==> config.mk <==
export PLATFORM = sky130hd
export DESIGN_NAME = data_mem_initiator_flat
export DESIGN_NICKNAME = d
export VERILOG_FILES = /design/src/rtl/mem_pkg.sv /design/src/rtl/data_mem_initiator_if.sv /design/src/rtl/mem_lane.sv /design/src/rtl/data_mem_initiator.sv /design/src/flat_wrapper.sv
export SDC_FILE = /design/constraint.sdc
export NUM_CORES = 1
export LEC_CHECK = 0
export ABC_AREA = 1
export CAP_MARGIN = 25
export CORE_ASPECT_RATIO = 0.9
export CORE_MARGIN = 1.5
export CORE_UTILIZATION = 35
export DETAILED_ROUTE_END_ITERATION = 8
export PLACE_DENSITY = 0.7
export SYNTH_ARGS = -nofsm -noshare
export SYNTH_HDL_FRONTEND = slang
export SYNTH_SLANG_ARGS = --single-unit
==> constraint.sdc <==
create_clock -name clk -period 5.15 [get_ports clk]
set_clock_uncertainty 0.05 [all_clocks]
set_input_delay 1.03 -clock clk [delete_from_list [all_inputs] [get_ports clk]]
set_output_delay 1.03 -clock clk [all_outputs]
set_load 0.05 [all_outputs]
==> src/rtl/mem_pkg.sv <==
// Shared types for the data-memory initiator: op codes, FSM states, alignment check.
package mem_pkg;

    typedef enum logic [3:0] {
        OP_LB  = 4'd0,
        OP_LBU = 4'd1,
        OP_LH  = 4'd2,
        OP_LHU = 4'd3,
        OP_LW  = 4'd4,
        OP_SB  = 4'd5,
        OP_SH  = 4'd6,
        OP_SW  = 4'd7
    } mem_op_t;

    typedef enum logic [2:0] {
        ST_IDLE,
        ST_READ,
        ST_RMW_RD,
        ST_RMW_WR,
        ST_WRITE,
        ST_RESP
    } state_t;

    function automatic logic is_misaligned(input mem_op_t op, input logic [1:0] off);
        case (op)
            OP_LH, OP_LHU, OP_SH: return off[0];
            OP_LW, OP_SW:         return off != 2'b00;
            default:              return 1'b0;
        endcase
    endfunction

endpackage

==> src/rtl/data_mem_initiator_if.sv <==
// CPU request/response channel plus Avalon-style data bus for the initiator.
interface data_mem_initiator_if;
    import mem_pkg::*;

    logic        req_valid;
    logic        req_ready;
    mem_op_t     req_op;
    logic [31:0] req_addr;
    logic [31:0] req_wdata;
    logic        resp_valid;
    logic [31:0] resp_rdata;
    logic        resp_err;
    logic [31:0] data_address;
    logic        data_read;
    logic        data_write;
    logic [31:0] data_writedata;
    logic [31:0] data_readdata;
    logic        data_waitrequest;

    modport slave (
        input  req_valid, req_op, req_addr, req_wdata, data_readdata, data_waitrequest,
        output req_ready, resp_valid, resp_rdata, resp_err,
               data_address, data_read, data_write, data_writedata
    );

    modport master (
        output req_valid, req_op, req_addr, req_wdata, data_readdata, data_waitrequest,
        input  req_ready, resp_valid, resp_rdata, resp_err,
               data_address, data_read, data_write, data_writedata
    );

endinterface

==> src/rtl/mem_lane.sv <==
// Combinational byte-lane logic: load extract/extend and sub-word store merge.
module mem_lane
    import mem_pkg::*;
(
    input  mem_op_t     i_op,
    input  logic [1:0]  i_off,
    input  logic [31:0] i_load_word,
    input  logic [31:0] i_base_word,
    input  logic [15:0] i_wdata,
    output logic [31:0] o_load,
    output logic [31:0] o_merged
);
    logic [7:0]  w_byte;
    logic [15:0] w_half;

    assign w_byte = i_load_word[{i_off, 3'b000} +: 8];
    assign w_half = i_load_word[{i_off[1], 4'b0000} +: 16];

    always_comb begin
        o_load = '0;
        case (i_op)
            OP_LB:   o_load = {{24{w_byte[7]}}, w_byte};
            OP_LBU:  o_load = {24'h0, w_byte};
            OP_LH:   o_load = {{16{w_half[15]}}, w_half};
            OP_LHU:  o_load = {16'h0, w_half};
            OP_LW:   o_load = i_load_word;
            default: o_load = '0;
        endcase

        o_merged = i_base_word;
        case (i_op)
            OP_SB:   o_merged[{i_off, 3'b000} +: 8]     = i_wdata[7:0];
            OP_SH:   o_merged[{i_off[1], 4'b0000} +: 16] = i_wdata;
            default: ;
        endcase
    end

endmodule

==> src/rtl/data_mem_initiator.sv <==
// Single-outstanding load/store initiator; 1 (error), 2 (LW/SW) or 3 (SB/SH) cycles plus waits.
// Accepts only in IDLE; bus strobes held while data_waitrequest is high.
module data_mem_initiator
    import mem_pkg::*;
(
    input  logic                  clk,
    input  logic                  reset,
    data_mem_initiator_if.slave   bus
);
    state_t      r_state;
    state_t      w_next;
    mem_op_t     r_op;
    logic [31:0] r_addr;
    logic [31:0] r_wdata;
    logic [31:0] r_rword;
    logic [31:0] r_rdata;
    logic        r_err;
    logic        w_accept;
    logic [31:0] w_load;
    logic [31:0] w_merged;

    assign w_accept = bus.req_valid && (r_state == ST_IDLE);

    always_ff @(posedge clk or posedge reset) begin
        if (reset) r_state <= ST_IDLE;
        else       r_state <= w_next;
    end

    always_comb begin
        w_next = r_state;
        case (r_state)
            ST_IDLE: begin
                if (w_accept) begin
                    if (is_misaligned(bus.req_op, bus.req_addr[1:0])) begin
                        w_next = ST_RESP;
                    end else begin
                        case (bus.req_op)
                            OP_LB, OP_LBU, OP_LH, OP_LHU, OP_LW: w_next = ST_READ;
                            OP_SB, OP_SH:                        w_next = ST_RMW_RD;
                            OP_SW:                               w_next = ST_WRITE;
                            // undefined op codes are answered with an error, like misaligned ones
                            default:                             w_next = ST_RESP;
                        endcase
                    end
                end
            end
            ST_READ:   if (!bus.data_waitrequest) w_next = ST_RESP;
            ST_RMW_RD: if (!bus.data_waitrequest) w_next = ST_RMW_WR;
            ST_RMW_WR: if (!bus.data_waitrequest) w_next = ST_RESP;
            ST_WRITE:  if (!bus.data_waitrequest) w_next = ST_RESP;
            ST_RESP:   w_next = ST_IDLE;
            default:   w_next = ST_IDLE;
        endcase
    end

    always_ff @(posedge clk or posedge reset) begin
        if (reset) begin
            r_op    <= OP_LB;
            r_addr  <= '0;
            r_wdata <= '0;
            r_rword <= '0;
            r_rdata <= '0;
            r_err   <= 1'b0;
        end else begin
            if (w_accept) begin
                r_op    <= bus.req_op;
                r_addr  <= bus.req_addr;
                r_wdata <= bus.req_wdata;
                r_rdata <= '0;
                r_err   <= (w_next == ST_RESP);
            end
            if (r_state == ST_READ && !bus.data_waitrequest) begin
                r_rdata <= w_load;
            end
            if (r_state == ST_RMW_RD && !bus.data_waitrequest) begin
                r_rword <= bus.data_readdata;
            end
        end
    end

    mem_lane u_lane (
        .i_op        (r_op),
        .i_off       (r_addr[1:0]),
        .i_load_word (bus.data_readdata),
        .i_base_word (r_rword),
        .i_wdata     (r_wdata[15:0]),
        .o_load      (w_load),
        .o_merged    (w_merged)
    );

    // All bus-facing outputs decode from registered state and latched request fields.
    assign bus.req_ready      = (r_state == ST_IDLE);
    assign bus.resp_valid     = (r_state == ST_RESP);
    assign bus.resp_rdata     = r_rdata;
    assign bus.resp_err       = r_err && (r_state == ST_RESP);
    assign bus.data_address   = {r_addr[31:2], 2'b00};
    assign bus.data_read      = (r_state == ST_READ) || (r_state == ST_RMW_RD);
    assign bus.data_write     = (r_state == ST_RMW_WR) || (r_state == ST_WRITE);
    assign bus.data_writedata = (r_state == ST_RMW_WR) ? w_merged :
                                (r_state == ST_WRITE)  ? r_wdata  : 32'h0;

endmodule

==> src/flat_wrapper.sv <==
// flat-port wrapper written by rule: the top's interface ports become plain ports
module data_mem_initiator_flat import mem_pkg::*;
  (clk, reset, bus_req_valid, bus_req_op, bus_req_addr, bus_req_wdata, bus_data_readdata, bus_data_waitrequest, bus_req_ready, bus_resp_valid, bus_resp_rdata, bus_resp_err, bus_data_address, bus_data_read, bus_data_write, bus_data_writedata);
  data_mem_initiator_if bus_i ();
  input  logic clk;
  input  logic reset;
  input wire logic [$bits(bus_i.req_valid)-1:0] bus_req_valid;
  input wire logic [$bits(bus_i.req_op)-1:0] bus_req_op;
  input wire logic [$bits(bus_i.req_addr)-1:0] bus_req_addr;
  input wire logic [$bits(bus_i.req_wdata)-1:0] bus_req_wdata;
  input wire logic [$bits(bus_i.data_readdata)-1:0] bus_data_readdata;
  input wire logic [$bits(bus_i.data_waitrequest)-1:0] bus_data_waitrequest;
  output wire logic [$bits(bus_i.req_ready)-1:0] bus_req_ready;
  output wire logic [$bits(bus_i.resp_valid)-1:0] bus_resp_valid;
  output wire logic [$bits(bus_i.resp_rdata)-1:0] bus_resp_rdata;
  output wire logic [$bits(bus_i.resp_err)-1:0] bus_resp_err;
  output wire logic [$bits(bus_i.data_address)-1:0] bus_data_address;
  output wire logic [$bits(bus_i.data_read)-1:0] bus_data_read;
  output wire logic [$bits(bus_i.data_write)-1:0] bus_data_write;
  output wire logic [$bits(bus_i.data_writedata)-1:0] bus_data_writedata;
  assign bus_i.req_valid = bus_req_valid;
  assign bus_i.req_op = bus_req_op;
  assign bus_i.req_addr = bus_req_addr;
  assign bus_i.req_wdata = bus_req_wdata;
  assign bus_i.data_readdata = bus_data_readdata;
  assign bus_i.data_waitrequest = bus_data_waitrequest;
  assign bus_req_ready = bus_i.req_ready;
  assign bus_resp_valid = bus_i.resp_valid;
  assign bus_resp_rdata = bus_i.resp_rdata;
  assign bus_resp_err = bus_i.resp_err;
  assign bus_data_address = bus_i.data_address;
  assign bus_data_read = bus_i.data_read;
  assign bus_data_write = bus_i.data_write;
  assign bus_data_writedata = bus_i.data_writedata;
  data_mem_initiator u_core (.clk(clk), .reset(reset), .bus(bus_i));
endmodule
==> summary.txt <==
Critical path
  • Worst setup EP type: primary output
  • CP startpoint kind: register
  • Crit path kind: register to primary output
  • Worst Reg-to-Reg Cells: 7
  • Worst EP arrival: roughly 3.7 ns
  • Worst path cell trace: inv_1 > ha_1 > inv_1 > nand4_1 > nand3_1 > nand3_1 > nand2_1 > clkdlybuf4s50_1
  • Slowest cell on the critical path: clkdlybuf4s50_1
  • R2R Setup Slk: between 2 and 2.5 ns
  • Crit path max fanout: 19
  • Critical Path RT: around 4 ns
  • Critical Path Max Stage Delay: 0.81 ns

Layout
  • Design area: between 0.01 and 0.015 mm²
  • FILL cells: about 2200
  • Area delta synth->final: 33.1%
  • Share of layout cells above drive strength 1: 5.43%
  • Final Net Count: about 1400
  • Fin util: 48.0%
  • ANT cells: 0

Drt
  • Initial DRC Count: ~560
  • Routed wire length: 24.8 mm
  • WL per Instance: between 15 and 20 µm
  • # DRC: 0
  • Via Count: 7749
  • Routed Antenna Nets: 0
  • Drt via density: 4.96
  • Drt pass-1 iters: 5

Global route
  • Initial antenna violation count: 0
  • GR Overflow Total: 0
  • Number of global-route vias before repair: between 7000 and 8000
  • Pin count of the biggest net entering global routing: between 70 and 80
  • Global-route wire length before repair: 39.7 mm
  • GRT Util Overall: between 20% and 30%

Hold path
  • Worst Hold Class: register to register
  • WHS Path Cells: 2

STA
  • Final period util: between 90 and 100%
  • Setup TNS: 0 ns
  • RSZ-0062 raised after global routing: false
  • Hold Fails Final Rpt: 0
  • Slew Limit Fails: 0
  • Final Critical Period: about 4.7 ns
  • Slew @ Worst Pin: roughly 1 ns
  • Slew headroom: a little over a third
  • Fmax: roughly 210 MHz
  • Finish-stage setup viols: 0

Synth
  • Number of synthesized flops with an enable pin: 0
  • Ys flop type: dfrtp_1
  • Synth Warn #: 0
  • Register area share after synthesis: ~43%
  • Post-synthesis cell count: ~1100
  • Netlist Area Pre-Place: roughly 0.0079 mm²
  • Count of state elements after synthesis: around 140
  • Post-Syn Area per Cell: ~7 µm²
  • Yosys cell types: 33
  • Asr flop ratio synth: between 90% and 100%

Outcome
  • Status: completed

Place
  • GP Congestion: 0.905
  • Number of port buffers: 202
  • Post-DP Area: between 0.009 and 0.01 mm²
  • Post-DP HPWL: around 18 mm

Clocking
  • H-tree levels: 4
  • Root buffer cell: clkbuf_16
  • Resized Gates After CTS: 0
  • Num CTS Buffers: 17
  • Hold buffers post-CTS: 0
  • Largest buffer count on any clock path: 2
  • Post-CTS Setup Bufs: 0
  • Clock Latency Late Sink: roughly 0.44 ns
  • CTS sink count: ~140
  • Clk slew on worst S/H paths: ~0.060 ns
  • TritonCTS clock tree: yes

Floorplanning
  • Initial Util: ~36%
  • Die height: ~150 µm
  • Area of the core: ~0.022 mm²
  • Site Rows: 51
  • Die footprint: roughly 0.023 mm²
  • Die width: 161 µm
  • I/O Pins: 205

Power and ir drop
  • Max VDD drop: ~0.60 mV
  • Power Dens Cells: ~670 mW/mm²
  • Static leakage: 5.11 nW

Job
  • Max_cap viols: 0
## metrics by stage
step | hold slack (ns) | std cells | worst slack, ns | power (mW)
2_1_floorplan | 0.392 | 1117 | 0.431 | 4.64
3_3_place_gp | 0.408 | 1528 | 0.981 | 5.58
3_5_place_dp | 0.414 | 1528 | 0.946 | 5.63
4_1_cts | 0.431 | 1560 | 0.469 | 7.04
5_1_grt | 0.457 | 1562 | 0.183 | 7.50
6_report | 0.427 | 1562 | 0.404 | 7.03
## cells in the mapped netlist (3+ instances only)
library cell | count | area (µm²)
nand2_1 | 478 | 1790
dfrtp_1 | 136 | 3400
o21ai_0 | 102 | 510
nand3_1 | 83 | 415
inv_1 | 76 | 285
nor2_1 | 54 | 203
buf_4 | 37 | 278
buf_2 | 26 | 130
clkbuf_1 | 20 | 75.1
o211ai_1 | 17 | 128
a21oi_1 | 15 | 75.1
a22oi_1 | 8 | 60.1
ha_1 | 8 | 100
inv_2 | 8 | 30.0
o21ai_1 | 7 | 35.0
mux2_2 | 6 | 67.6
mux2_1 | 5 | 56.3
nand2_2 | 5 | 31.3
buf_1 | 3 | 11.3
nor3_1 | 3 | 15.0
nor3_2 | 3 | 30.0
## area by class of cell
type | count | area [µm²] | area share [%]
multi-input cells | 806 | 3620 | 34.6
flip-flops and latches | 136 | 3400 | 32.5
repair buffers | 210 | 2100 | 20.1
clock buffers | 18 | 429 | 4.10
well taps | 291 | 364 | 3.48
inverters | 87 | 337 | 3.21
clock inverters | 14 | 218 | 2.08
## sequential cells by signal, indices dropped and copies added (netlist names)
name,cells
u_core.r_addr,32
u_core.r_wdata,32
u_core.r_op,4
u_core.r_rword,32
u_core.r_err,1
u_core.bus.resp_rdata,32
u_core.r_state,3
## metal layers
metal / share of wire [%] / track usage (%) / vias up / wire length [µm]
li1: - / - / 3781 / -
met1: 44 / 28.6 / 3610 / 10800
met2: 45 / 33.3 / 309 / 11300
met3: 8.3 / 5.95 / 49 / 2050
met4: 2.7 / 8.61 / 0 / 665
met5: 0 / 0 / - / 0
## power by group
part	internal, mW	switching, mW
Combinational	1.16	2.50
Clock	0.863	0.509
Sequential	1.56	0.443
Total	3.58	3.45
## worst max-delay path, delay by kind of cell (launching register included)
kind / cells / cell delay [ns]
buf+inv: 3 / 1.31
flops: 1 / 0.70
fa+ha+maj: 1 / 0.48
simple gates: 4 / 0.75
## placed cells by master (no fill, tap or decap), types with 15 or more instances in the layout
| master | count |
|---|---|
| nand3_1 | 83 |
| a21oi_1 | 15 |
| dfrtp_1 | 135 |
| o211ai_1 | 17 |
| nor2_1 | 54 |
| nand2_1 | 478 |
| o21ai_0 | 102 |
| clkbuf_16 | 17 |
| inv_1 | 75 |
| clkdlybuf4s50_1 | 202 |
## path summary, 6_finish.rpt
check	from	end
min in group asynchronous	reset	u_core.r_addr[10]
worst min-delay path	u_core.bus.resp_rdata[21]	u_core.bus.resp_rdata[21]
max in group asynchronous	reset	u_core.r_addr[13]
worst max-delay path	u_core.r_addr[0]	bus_data_writedata[4]
worst max register to register	u_core.r_addr[1]	u_core.bus.resp_rdata[21]
worst min register to register	u_core.bus.resp_rdata[21]	u_core.bus.resp_rdata[21]
## logic make-up after synthesis
kind of cell,Yosys count,share of synthesized area (%)
multiplexers,11,1.57
flip-flops,136,43.2
other,1,0.0476
AO/OA/AOI/OAI,153,10.7
AND/OR/NAND/NOR,632,32.3
buffers and inverters,175,10.8
adder cells (fa/ha/maj),8,1.27
(Power assumes the default switching activity.)
